### config.mk
export PLATFORM = sky130hd
export DESIGN_NAME = lrf_wb_arbiter
export DESIGN_NICKNAME = d
export VERILOG_FILES = /design/src/rtl/lrf_wb_arbiter.sv
export SDC_FILE = /design/constraint.sdc
export NUM_CORES = 1
export LEC_CHECK = 0
export CAP_MARGIN = 20
export CORE_MARGIN = 8
export CORE_UTILIZATION = 48
export CTS_BUF_LIST = sky130_fd_sc_hd__clkbuf_2 sky130_fd_sc_hd__clkbuf_4 sky130_fd_sc_hd__clkbuf_8
export CTS_CLUSTER_SIZE = 40
export DETAILED_ROUTE_END_ITERATION = 8
export PLACE_DENSITY = 0.86
export SLEW_MARGIN = 5
export SYNTH_ARGS = -nofsm -noshare
export SYNTH_HDL_FRONTEND = slang
export SYNTH_SLANG_ARGS = --single-unit
### constraint.sdc
create_clock -name clk -period 6.5 [get_ports clk]
set_clock_uncertainty 0.2 [all_clocks]
set_input_delay 0.65 -clock clk [delete_from_list [all_inputs] [get_ports clk]]
set_output_delay 0.65 -clock clk [all_outputs]
set_load 0.05 [all_outputs]
### src/rtl/lrf_wb_arbiter.sv
// Two-port LRF writeback arbiter: round-robin scan, same-address conflict skip, registered writes.
// Define LRF_WB_STATS_EN to build the saturating grant/stall statistics counters.
module lrf_wb_arbiter #(
  parameter int NUM_REQ = 4,
  parameter int DATA_W  = 32
) (
  input  logic                      clk,
  input  logic                      reset,
  input  logic                      flush,
  input  logic [NUM_REQ-1:0]        req_valid,
  input  logic [NUM_REQ*5-1:0]      req_addr,
  input  logic [NUM_REQ*DATA_W-1:0] req_data,
  output logic [NUM_REQ-1:0]        req_ready,
  output logic                      wen0,
  output logic [4:0]                wr_addr0,
  output logic [DATA_W-1:0]         wr_data0,
  output logic                      wen1,
  output logic [4:0]                wr_addr1,
  output logic [DATA_W-1:0]         wr_data1,
  output logic [15:0]               stat_grants,
  output logic [15:0]               stat_stalls
);

  localparam int IW = (NUM_REQ > 1) ? $clog2(NUM_REQ) : 1;

  logic [NUM_REQ-1:0][4:0]        w_addr;
  logic [NUM_REQ-1:0][DATA_W-1:0] w_data;
  assign w_addr = req_addr;
  assign w_data = req_data;

  logic [IW-1:0] r_rr_ptr;
  logic          w_g0_vld, w_g1_vld;
  logic [IW-1:0] w_g0_idx, w_g1_idx, w_last_idx;
  logic [IW:0]   w_nxt_ptr;
  logic [NUM_REQ-1:0] w_ready;
`ifdef LRF_WB_STATS_EN
  logic          w_conflict;
`endif

  // Scan from rr_ptr; a candidate sharing port 0's nonzero address is skipped, not granted.
  always_comb begin
    logic [IW:0]   v_sum;
    logic [IW-1:0] v_idx;
    logic          v_skip;
    w_g0_vld = 1'b0;
    w_g1_vld = 1'b0;
    w_g0_idx = '0;
    w_g1_idx = '0;
`ifdef LRF_WB_STATS_EN
    w_conflict = 1'b0;
`endif
    for (int k = 0; k < NUM_REQ; k++) begin
      v_sum = {1'b0, r_rr_ptr} + (IW+1)'(k);
      if (v_sum >= (IW+1)'(NUM_REQ)) v_sum = v_sum - (IW+1)'(NUM_REQ);
      v_idx  = v_sum[IW-1:0];
      v_skip = (w_addr[v_idx] != 5'd0) && (w_addr[v_idx] == w_addr[w_g0_idx]);
      if (!reset && !flush && req_valid[v_idx] && !w_g1_vld) begin
        if (!w_g0_vld) begin
          w_g0_vld = 1'b1;
          w_g0_idx = v_idx;
        end else if (v_skip) begin
`ifdef LRF_WB_STATS_EN
          w_conflict = 1'b1;
`endif
        end else begin
          w_g1_vld = 1'b1;
          w_g1_idx = v_idx;
        end
      end
    end
  end

  always_comb begin
    w_ready = '0;
    if (w_g0_vld) w_ready[w_g0_idx] = 1'b1;
    if (w_g1_vld) w_ready[w_g1_idx] = 1'b1;
  end
  assign req_ready = w_ready;

  assign w_last_idx = w_g1_vld ? w_g1_idx : w_g0_idx;
  assign w_nxt_ptr  = {1'b0, w_last_idx} + (IW+1)'(1);

  logic              r_wen0, r_wen1;
  logic [4:0]        r_wr_addr0, r_wr_addr1;
  logic [DATA_W-1:0] r_wr_data0, r_wr_data1;

  // Address-0 grants complete the handshake but never write, and leave addr/data holding.
  always_ff @(posedge clk) begin
    if (reset) begin
      r_rr_ptr   <= '0;
      r_wen0     <= 1'b0;
      r_wen1     <= 1'b0;
      r_wr_addr0 <= '0;
      r_wr_addr1 <= '0;
      r_wr_data0 <= '0;
      r_wr_data1 <= '0;
    end else begin
      r_wen0 <= w_g0_vld && (w_addr[w_g0_idx] != 5'd0);
      r_wen1 <= w_g1_vld && (w_addr[w_g1_idx] != 5'd0);
      if (w_g0_vld && (w_addr[w_g0_idx] != 5'd0)) begin
        r_wr_addr0 <= w_addr[w_g0_idx];
        r_wr_data0 <= w_data[w_g0_idx];
      end
      if (w_g1_vld && (w_addr[w_g1_idx] != 5'd0)) begin
        r_wr_addr1 <= w_addr[w_g1_idx];
        r_wr_data1 <= w_data[w_g1_idx];
      end
      if (w_g0_vld)
        r_rr_ptr <= (w_nxt_ptr == (IW+1)'(NUM_REQ)) ? '0 : w_nxt_ptr[IW-1:0];
    end
  end

  assign wen0     = r_wen0;
  assign wen1     = r_wen1;
  assign wr_addr0 = r_wr_addr0;
  assign wr_addr1 = r_wr_addr1;
  assign wr_data0 = r_wr_data0;
  assign wr_data1 = r_wr_data1;

`ifdef LRF_WB_STATS_EN
  logic [15:0] r_stat_grants, r_stat_stalls;
  logic [16:0] w_grant_sum;
  assign w_grant_sum = {1'b0, r_stat_grants} + 17'(w_g0_vld) + 17'(w_g1_vld);

  always_ff @(posedge clk) begin
    if (reset) begin
      r_stat_grants <= '0;
      r_stat_stalls <= '0;
    end else begin
      r_stat_grants <= w_grant_sum[16] ? 16'hFFFF : w_grant_sum[15:0];
      if (w_conflict && (r_stat_stalls != 16'hFFFF))
        r_stat_stalls <= r_stat_stalls + 16'd1;
    end
  end

  assign stat_grants = r_stat_grants;
  assign stat_stalls = r_stat_stalls;
`else
  assign stat_grants = '0;
  assign stat_stalls = '0;
`endif

endmodule

==> flow_summary.ini <==
[synth]
yosysUniqueCellTypes = 79
synth_edf_count = 0
syn_area_um2 = 7702
syn_inst = 1120
avgSynthCellArea_um2 = 6.877
synth_top_family_by_area = compound AO/OA/AOI/OAI gates
synthSimpleGateAreaFrac = 0.2757
synth_seq_cells = 78
synth-xor-area-share = 0.01365
synth.mux.area_fraction = 0.1077
synth_compound_area_frac = 0.2934
ys_warn_count = 0
synthArstFlopShare = 0
seq_area_frac_synth = 0.2027
synthAdderAreaFrac = 0.001624
yosys_most_used_dff = dfxtp_1

[setup_path]
crit_type = in -> out
timing.reg2reg.setup_slack_ns = 0.71
cp-end-kind = primary output
ff2ff_path_depth = 22
r2r_end = wr_data1[19]
required_ns = 5.65
worstPathArrival_ns = 5.35
path_max_fanout = 11
start_kind = primary input
regToRegStartpoint = r_rr_ptr[0]

[die]
die_h_um = 142.7
start_util = 0.4884
io_pins = 267
placementRows = 46
dieArea_um2 = 20360
coreArea_um2 = 15770
fp.dieW_um = 142.7

[power_and_ir_drop]
irDropWorstVdd_v = 0.0001615
p_total_uw = 2741
powerDensity_nw_per_um2 = 264.8
p_leak_uw = 0.003992

[timing]
slew_headroom = 0.5630
hold_violations = 0
setup_slack_ns = 0.3042
grt_setup_unrepaired = false
tightestPinTransition_ns = 0.6373
holdWs_ns = 0.2611
setup_viol = 0
min_period_over_period = 0.9532
fmax_ghz = 0.1614
setup_tns_ns = 0
fin_crit_ns = 6.196
final_max_slew_viol_count = 0

[cts]
tritoncts = done
cts_buffers = 9
clk_pin_slew_ns = 0.08
root_buffer = clkbuf_8
insertion_delay_ns = 0.36
cts.sink_count = 78
cts_hold_buf = 0
cts.htree.levels = 3
clockBufferDepth = 2

[global_routing]
antenna_found_initial = 0
grt_max_degree = 66
grt_usage = 0.2984
grt_overflow = 0
grt_first_pass_wirelength_um = 48550
grt_pass1_vias = 8778

[flow_run]
max_cap_violations = 0

[route]
routed_wirelength_um = 31420
drtIter0Drc = 1118
antenna_left = 0
via_per_inst = 6.099
wl_per_cell_um = 20.55
first_pass_iters = 5
drc = 0
route.vias.total = 9325

[finish]
drive_gt1_frac = 0.09596
fillers = 1471
final_cell_count_no_fill = 1529
n_antenna_cell = 0
areaGrowthSynthToFinish_pct = 34.37
fin_nets = 1464

[run_status]
status = completed

[placement]
placed_cells = 1510
pre_cts_ws_ns = 0.2653
dp_hpwl_um = 23300
port_buffers = 234
gp_congestion = 1.000

[hold_path]
hold_depth = 2
hold_end = wr_data0[29]
hold_path.class = reg -> reg
hp-start = wr_data0[29]
==> repair_timing <==
item	in CTS	in global routing
buffers inserted	0	3
resized for setup	0	2
hold endpoints to repair	0	0
setup endpoints to repair	0	2
==> worst max-delay path by stage <==
stage / from / end / depth (start not counted)
CTS: req_valid[0] / req_ready[0] / 18
global route: req_valid[0] / req_ready[2] / 19
global placement: req_valid[0] / req_ready[0] / 18
finish: req_valid[0] / req_ready[0] / 18
floorplan: r_rr_ptr[1] / req_ready[2] / 20
detailed placement: req_valid[0] / wr_data1[19] / 21
==> per-stage QoR <==
step                      area [um^2]  utilization
after floorplan                  7826            -
after global placement          10110       0.6413
after detailed placement        10110       0.6413
after CTS                       10310       0.6541
after global routing            10350       0.6563
final                           10350       0.6563
==> layout by cell type (no fill, tap or decap), types with 39 or more instances in the layout <==
| cell | n |
|---|---|
| a211oi_1 | 39 |
| nand3_1 | 71 |
| clkdlybuf4s50_1 | 229 |
| mux2i_1 | 39 |
| buf_4 | 39 |
| nor2_1 | 39 |
| a21oi_1 | 87 |
| nand2_1 | 286 |
| dfxtp_1 | 77 |
==> flip-flops by register name, summed over array words and instances (netlist names) <==
name / cells
wr_addr1: 5
r_rr_ptr: 2
wen0: 1
wr_addr0: 5
wen1: 1
wr_data1: 32
wr_data0: 32
==> layout make-up <==
type / count / area, um^2 / area share
Sequential cell: 78 / 1563 / 0.1510
Clock inverter: 6 / 70.07 / 0.006770
Clock buffer: 10 / 131.4 / 0.01269
Tap cell: 216 / 270.3 / 0.02611
Multi-Input combinational cell: 922 / 5518 / 0.5331
Timing Repair Buffer: 275 / 2710 / 0.2618
Inverter: 22 / 87.58 / 0.008462
==> routing by layer <==
layer | global-route usage | wire length [um] | vias up
met2 | 0.4885 | 14840 | 535
met4 | 0.1085 | 1111 | 0
met3 | 0.06311 | 3017 | 73
li1 | - | - | 4326
met1 | 0.3784 | 12450 | 4391
met5 | 0 | 0 | -
==> critical path: stages <==
cell and delay [ns]:
clkdlybuf4s50_1 0.54, nor2b_1 0.19, o311ai_0 0.35, inv_1 0.12, ha_1 0.33, inv_1 0.11
a21o_2 0.31, buf_4 0.20, a221oi_1 0.43, nor3_1 0.09, nand4b_1 0.26, o41ai_4 0.33
buf_4 0.23, nor2b_1 0.13, o31ai_1 0.10, o211a_2 0.37, o32ai_2 0.40, buf_12 0.19
==> cells in the mapped netlist (all sizes together), types with 4 or more instances <==
cell,count,share of area
nand2,286,0.14
a21oi,88,0.057
dfxtp,78,0.20
buf,76,0.068
nand3,71,0.046
o21ai,65,0.042
clkbuf,53,0.026
mux2i,40,0.054
nor2,40,0.020
a211oi,39,0.038
o211ai,38,0.042
a31oi,36,0.029
and2,34,0.028
inv,19,0.0093
mux2,15,0.022
mux4,11,0.032
nor3,9,0.0058
nor2b,8,0.0065
xor2,8,0.0091
nor4,7,0.0076
a22oi,6,0.0065
o31ai,6,0.0089
a21o,5,0.0050
nor3b,5,0.0049
o221ai,5,0.0065
o22ai,4,0.0032
o311ai,4,0.0045
xnor2,4,0.0045
==> cells by family after synthesis <==
family	Yosys count
and+or+nand+nor	478
AOI/OAI and AO/OA	333
buffers and inverters	151
DFF	78
muxes	66
xor gates and xnor gates	12
adders and majority gates	1
other	1
==> report_power, final <==
| part | internal [uW] | switching (uW) |
|---|---|---|
| Combinational | 634 | 1120 |
| Clock | 186 | 203 |
| Sequential | 549 | 47.6 |
| Total | 1370 | 1370 |
No activity file was read; power rests on OpenSTA's default activity.
